==> src/rtl/wb_arbiter.sv <==
// N-master to one-slave classic Wishbone arbiter: round-robin grant held for the
// whole cyc assertion, with an optional per-beat slave timeout that forces err.
module wb_arbiter #(
  parameter int unsigned NMASTERS   = 2,
  parameter int unsigned ADDR_WIDTH = 36,
  parameter int unsigned DATA_WIDTH = 32,
  parameter int unsigned TIMEOUT    = 255
) (
  input  logic                               clk,
  input  logic                               reset,
  input  logic [NMASTERS-1:0]                m_cyc_i,
  input  logic [NMASTERS-1:0]                m_stb_i,
  input  logic [NMASTERS-1:0]                m_we_i,
  input  logic [NMASTERS*(DATA_WIDTH/8)-1:0] m_sel_i,
  input  logic [NMASTERS*ADDR_WIDTH-1:0]     m_adr_i,
  input  logic [NMASTERS*DATA_WIDTH-1:0]     m_dat_i,
  output logic [DATA_WIDTH-1:0]              m_dat_o,
  output logic [NMASTERS-1:0]                m_ack_o,
  output logic [NMASTERS-1:0]                m_err_o,
  output logic                               s_cyc_o,
  output logic                               s_stb_o,
  output logic                               s_we_o,
  output logic [DATA_WIDTH/8-1:0]            s_sel_o,
  output logic [ADDR_WIDTH-1:0]              s_adr_o,
  output logic [DATA_WIDTH-1:0]              s_dat_o,
  input  logic [DATA_WIDTH-1:0]              s_dat_i,
  input  logic                               s_ack_i,
  input  logic                               s_err_i,
  output logic [NMASTERS-1:0]                grant_o
);

  localparam int unsigned SEL_WIDTH = DATA_WIDTH / 8;
  localparam int unsigned IW        = (NMASTERS > 1) ? $clog2(NMASTERS) : 1;
  localparam int unsigned TW        = (TIMEOUT > 0) ? $clog2(TIMEOUT + 1) : 1;
  localparam logic [IW-1:0] LAST_RST = IW'(NMASTERS - 1);

  typedef enum logic {IDLE, BUSY} state_t;

  state_t        state_q;
  logic [IW-1:0] owner_q, last_q;
  logic [TW-1:0] tcnt_q, tcnt_d;

  logic          busy, cyc_own, stb_raw, tout, found;
  logic [IW-1:0] pick;
  int unsigned   idx;

  // Round-robin search starting just after the last winner.
  always_comb begin
    pick  = '0;
    found = 1'b0;
    idx   = 0;
    for (int unsigned i = 1; i <= NMASTERS; i++) begin
      idx = 32'(last_q) + i;
      if (idx >= NMASTERS) idx = idx - NMASTERS;
      if (!found && m_cyc_i[idx]) begin
        pick  = IW'(idx);
        found = 1'b1;
      end
    end
  end

  always_comb begin
    busy    = (state_q == BUSY);
    cyc_own = m_cyc_i[owner_q];
    stb_raw = busy && cyc_own && m_stb_i[owner_q];
    tout    = (TIMEOUT != 0) && stb_raw && (tcnt_q == TW'(TIMEOUT));
    tcnt_d  = ((TIMEOUT != 0) && stb_raw && !s_ack_i && !s_err_i && !tout)
              ? tcnt_q + 1'b1 : '0;

    grant_o = '0;
    m_ack_o = '0;
    m_err_o = '0;
    m_dat_o = '0;
    s_cyc_o = 1'b0;
    s_stb_o = 1'b0;
    s_we_o  = 1'b0;
    s_sel_o = '0;
    s_adr_o = '0;
    s_dat_o = '0;
    if (busy) begin
      grant_o[owner_q] = 1'b1;
      s_cyc_o          = cyc_own;
      s_stb_o          = stb_raw && !tout;
      s_we_o           = m_we_i[owner_q];
      s_sel_o          = m_sel_i[owner_q*SEL_WIDTH +: SEL_WIDTH];
      s_adr_o          = m_adr_i[owner_q*ADDR_WIDTH +: ADDR_WIDTH];
      s_dat_o          = m_dat_i[owner_q*DATA_WIDTH +: DATA_WIDTH];
      m_dat_o          = s_dat_i;
      // err wins over a simultaneous ack, and a forced timeout masks the slave ack
      m_ack_o[owner_q] = s_ack_i && !s_err_i && !tout;
      m_err_o[owner_q] = s_err_i || tout;
    end
  end

  always_ff @(posedge clk or posedge reset) begin
    if (reset) begin
      state_q <= IDLE;
      owner_q <= '0;
      last_q  <= LAST_RST;
      tcnt_q  <= '0;
    end else begin
      case (state_q)
        IDLE: begin
          tcnt_q <= '0;
          if (found) begin
            owner_q <= pick;
            last_q  <= pick;
            state_q <= BUSY;
          end
        end
        BUSY: begin
          tcnt_q <= tcnt_d;
          if (!cyc_own) state_q <= IDLE;
        end
        default: state_q <= IDLE;
      endcase
    end
  end

endmodule

==> config.mk <==
export PLATFORM = sky130hd
export DESIGN_NAME = wb_arbiter
export DESIGN_NICKNAME = d
export VERILOG_FILES = /design/src/rtl/wb_arbiter.sv
export SDC_FILE = /design/constraint.sdc
export NUM_CORES = 1
export LEC_CHECK = 0
export CAP_MARGIN = 25
export CORE_AREA = 2 2 117 119
export DETAILED_ROUTE_END_ITERATION = 10
export DIE_AREA = 0 0 119 121
export SETUP_SLACK_MARGIN = 0.02
export SLEW_MARGIN = 20
export SYNTH_ARGS = -nofsm -noshare
export SYNTH_HDL_FRONTEND = slang
export SYNTH_SLANG_ARGS = --single-unit
==> constraint.sdc <==
create_clock -name clk -period 1.3 [get_ports clk]
set_input_delay 0.13 -clock clk [delete_from_list [all_inputs] [get_ports clk]]
set_output_delay 0.13 -clock clk [all_outputs]
set_load 0.02 [all_outputs]
* Word-level counts from Yosys, hierarchy flattened
Cells that the tools add are included. W data, S select, Z words.
Word-level totals: register bits 11, input bits 186, output and inout bits 113
Operators by class: add/subtract/negate cells 5, $mul 1, $lt $le $gt $ge 6, eq/ne operators 1, shift-type cells 3, muxes and demuxes 33, bitwise logic cells 3, reductions and logical operators 17
Operator list (number):
- $mux W32 | 4
- $shiftx A72 B8 Y36 | 1
- $lt A32 B2 Y1 const B | 2
- $shiftx A64 B7 Y32 | 1
- $mux W36 | 1
- $mux W1 | 20
- $pmux W8 S2 | 1
- $logic_and A1 B1 Y1 | 11
- $add A8 B1 Y8 const B | 1
- $eq A8 B8 Y1 const B | 1
- $mux W8 | 1
- $shiftx A8 B4 Y4 | 1
- $mux W2 | 3
- $mul A1 B4 Y5 const B | 1
- $and A2 B2 Y2 | 2
- $logic_not A1 Y1 | 4
- $mux W4 | 1
- $sub A3 B2 Y4 const B | 1
- $add A1 B2 Y3 const B | 1
- $ge A3 B2 Y1 const B | 1
- $sub A2 B2 Y3 const B | 1
- $add A1 B1 Y2 const B | 1
- $ge A2 B2 Y1 const B | 1
- $lt A1 B2 Y1 const B | 1
- 6 further kinds | 6

* Depth between registers and ports, before layout
depth in word-level cells 11, depth in mapped cells 5

* Worst setup path before layout
Ideal clock, no wire load.
path kind register to output, from register owner_q, to output port m_err_o[0], arrival time 1585 ps, path slack -415 ps, cell stages (with the launch flop) 5, path buffers 2, path through dfrtp_1 buf_2 buf_4 nor2b_1 a21boi_0
On the way: cells in the longest elaborated chain, start to end 8, elaborated cells between the ends (all ways) 15, those cells by class order compare (2); mux (7); bitwise (1); reduce/logical (5)
RTL lines:
- start: declaration | line 40 | logic [IW-1:0] owner_q, last_q;
- start signal: assignment | line 106 | owner_q <= pick;
- branches (longest 6 deep; another with $lt A1 B2 Y1)
- $and A2 B2 Y2 (no line) (*)
- $mux W2 (*) | line 80 | if (busy) begin
- end: declaration | line 19 | output logic [NMASTERS-1:0] m_err_o,
Mark *: on every way between the ends. The select of a mux whose other input is x is not followed.

* Worst setup path after layout
from register owner_q, to output port m_ack_o[0]
On the way: cells in the longest elaborated chain, start to end 9, elaborated cells between the ends (all ways) 16, those cells by class order compare (2); mux (7); bitwise (1); reduce/logical (6)
RTL lines:
- $mux W1 (not written as such) (2 in a row) | line 64 | cyc_own = m_cyc_i[owner_q];
- $logic_and A1 B1 Y1 (2 in a row) | line 65 | stb_raw = busy && cyc_own && m_stb_i[owner_q];
- $logic_and A1 B1 Y1 | line 66 | tout = (TIMEOUT != 0) && stb_raw && (tcnt_q == TW'(TIMEOUT));
- $logic_not A1 Y1 | line 90 | m_ack_o[owner_q] = s_ack_i && !s_err_i && !tout;
- $logic_and A1 B1 Y1 | line 90
- $and A2 B2 Y2 (no line) (*)
- $mux W2 (*) | line 80
- end: declaration | line 18 | output logic [NMASTERS-1:0] m_ack_o,
Every way passes the cells marked *; elsewhere a longest branch is shown, timed or not. The select of a mux whose other input is x is not followed.

==> results.json <==
{
  "rsz0062_at_grt": "yes",
  "synth-seq-cells": 11,
  "fin_skew_ns": 0.00119,
  "instances_no_fill": 789,
  "die_w_um": 119,
  "final_util": 0.490,
  "wl_met2_mm": 8.02,
  "slowest_stage": "dfrtp_4",
  "r2r_end": "tcnt_q[1]",
  "finalSetupViolations": 122,
  "cap_violations": 0,
  "clockBufferDepth": 2,
  "critPathLaunchType": "register",
  "setup_slack_ns": -0.451,
  "whs_ns": 0.198,
  "rows": 42,
  "pwr_density_cell_nw_per_um2": 1320,
  "final_common_cell": "clkdlybuf4s50_1",
  "met3_length_mm": 1.08,
  "ant_nets": 0,
  "ios": 299,
  "core_sq_um": 13100,
  "grt_remaining_overflow": 0,
  "seqPwrFrac": 0.055,
  "power.internal_mw": 5.00,
  "max_freq_mhz": 571,
  "synth_area_per_cell_sq_um": 7.99,
  "top_layer": "met4",
  "outcome": "finished with violations",
  "n_fill_cell": 1226,
  "initial_utilization": 0.161,
  "wl_met1_mm": 4.53,
  "post-dp-hpwl_mm": 9.50,
  "tightestPinTransition_ns": 0.440,
  "comb_power_share": 0.878,
  "dp_slack_ns": -0.764,
  "grt_max_degree": 37,
  "syn_area_sq_um": 2100,
  "finalCriticalPeriod_ns": 1.75,
  "final_cell_mix": "clkdlybuf4s50_1 (185), buf_4 (90), mux2i_1 (68)",
  "finalPower_mw": 8.45,
  "routabilityCongestion": 0.748,
  "cp.arrival_ns": 1.62,
  "cts.clk_slew.worst_paths_ns": 0.04,
  "dieHeight_um": 121,
  "htreeDepth": 1,
  "slowest_delay_ns": 0.51,
  "p_sw_mw": 3.45,
  "period_share": 1.35,
  "clkLatencyLatePin_ns": 0.24,
  "cts_tree": "built",
  "yosysWarningCount": 0,
  "cts_buffers": 3,
  "grt_pass1_wl_mm": 18.1,
  "slew_headroom": 0.706,
  "root_buffer": "clkbuf_16",
  "vdd_drop_max_uv": 658,
  "crit_type": "register to output port",
  "path_max_fanout": 5,
  "p_leak_nw": 2.90,
  "p_clk_frac": 0.066,
  "dp_cells": 741,
  "dieArea_sq_um": 14400,
  "drc": 0,
  "wl_mm": 13.9,
  "antenna_found_initial": 0,
  "grt_pass1_vias": 3447,
  "synthCells": 263,
  "netSwitchingFraction": 0.408,
  "drt_iter0_markers": 75,
  "failed_checks": "negative setup slack",
  "final_nets": 801,
  "critPathRequiredTime_ns": 1.17,
  "syn_nets": 450,
  "yosysSeqAreaShare": 0.132,
  "wl_per_cell_um": 17.6,
  "numPortBuffers": 298,
  "setup.worst_path.end_class": "output port",
  "diodes": 0,
  "r2r_slack_ns": -0.18,
  "hold_violations": 0,
  "critical_path.cell_chain": "and4b_2 > o2111ai_4 > and4_4 > buf_6",
  "grt.total_usage": 0.160,
  "slew_violations": 0,
  "first_pass_iters": 5,
  "layout-drive-gt1-share": 0.436,
  "reg2reg_depth": 6,
  "ys_types": 32,
  "cts.sinks": 11,
  "vias": 3318,
  "crit-reg2reg-launch": "owner_q",
  "area_growth_pct": 205,
  "viasPerCell": 4.21,
  "hold_path.class": "input port to asynchronous set/reset pin"
}
[worst max path at each step]
stage                             to        from  cells after the start
after detailed placement  m_ack_o[0]  m_cyc_i[0]                      5
after global routing      m_ack_o[0]     owner_q                      4
final                     m_ack_o[0]     owner_q                      4
after floorplan           m_err_o[0]     owner_q                      4
after global placement    m_ack_o[0]  m_cyc_i[0]                      5
after CTS                 m_ack_o[0]     owner_q                      4
[synthesized netlist by cell type]
cell	n	area share
a211oi_1	1	0.0036
a21boi_0	2	0.0071
a21o_1	1	0.0036
a21oi_1	5	0.012
and2_1	33	0.098
and3_1	1	0.0030
and3_2	1	0.0036
and4_1	3	0.013
and4_2	1	0.0048
and4b_1	1	0.0048
buf_2	6	0.014
buf_4	4	0.014
clkbuf_1	11	0.020
dfrtp_1	10	0.12
dfstp_2	1	0.013
ha_1	1	0.0060
inv_1	3	0.0054
mux2i_1	74	0.35
nand2_1	2	0.0036
nand2b_1	2	0.0060
nand3_1	2	0.0048
nand4_1	2	0.0060
nor2_1	7	0.013
nor2b_1	75	0.22
nor3_1	3	0.0071
nor3b_1	1	0.0036
o2111ai_2	1	0.0071
o21ai_0	3	0.0071
o21ai_2	1	0.0042
or3_1	2	0.0060
xnor2_1	2	0.0083
xor2_1	1	0.0042
[power groups by stage]
stage                     Sequential [mW]  Clock, mW  Combinational, mW
after global placement              0.439          0               5.67
final                               0.469      0.560               7.42
after detailed placement            0.441          0               5.70
after floorplan                     0.415          0               3.15
after CTS                           0.464      0.565               6.39
after global routing                0.478      0.592               7.78
[critical path: cells and delay by family, from the launching register on]
family,cells,cell delay [ns]
compound gates,1,0.16
buf+inv,1,0.12
flops,1,0.51
simple gates,2,0.58
[routing by layer]
metal / global-route usage / vias up
li1: - / 1591
met1: 0.150 / 1519
met2: 0.341 / 194
met3: 0.0376 / 14
met4: 0.0350 / 0
met5: 0 / -
[repair_timing]
action                     CTS  global route
setup endpoints to repair  123           124
gates resized for setup    585            89
gates cloned                 7             6
hold buffers                 0             0
pin swaps                   13             2
setup buffers               14            21
[layout make-up]
cell class / count / area, sq um / area share
clock buffer: 4 / 78.8 / 0.0123
multi-input combinational: 228 / 1990 / 0.310
inverter: 3 / 11.3 / 0.00176
tap: 176 / 220 / 0.0344
timing repair buffer: 367 / 3830 / 0.597
sequential: 11 / 282 / 0.0439
[metrics by stage]
step / cell area (sq um) / TNS, ns
floorplan: 2210 / -0.480
global placement: 5540 / -61.47
detailed placement: 5540 / -62.21
CTS: 5900 / -28.29
global route: 6410 / -35.85
finish: 6410 / -29.75
[kinds of logic (layout without fill, tap and decap cells)]
| group | after synthesis | count (layout) | share of synthesized area |
|---|---|---|---|
| AND/OR/NAND/NOR | 136 | 136 | 0.399 |
| AO/OA/AOI/OAI | 14 | 14 | 0.0446 |
| adder cells (fa/ha/maj) | 1 | 1 | 0.00595 |
| multiplexers | 74 | 74 | 0.352 |
| buffers and inverters | 24 | 374 | 0.0536 |
| XOR/XNOR | 3 | 3 | 0.0125 |
| flip-flops | 11 | 11 | 0.132 |
[flip-flops by register name, indices dropped and copies added, names as in the netlist]
register  count
last_q        1
busy          1
tcnt_q        8
owner_q       1
No activity file was read; power rests on OpenSTA's default activity.
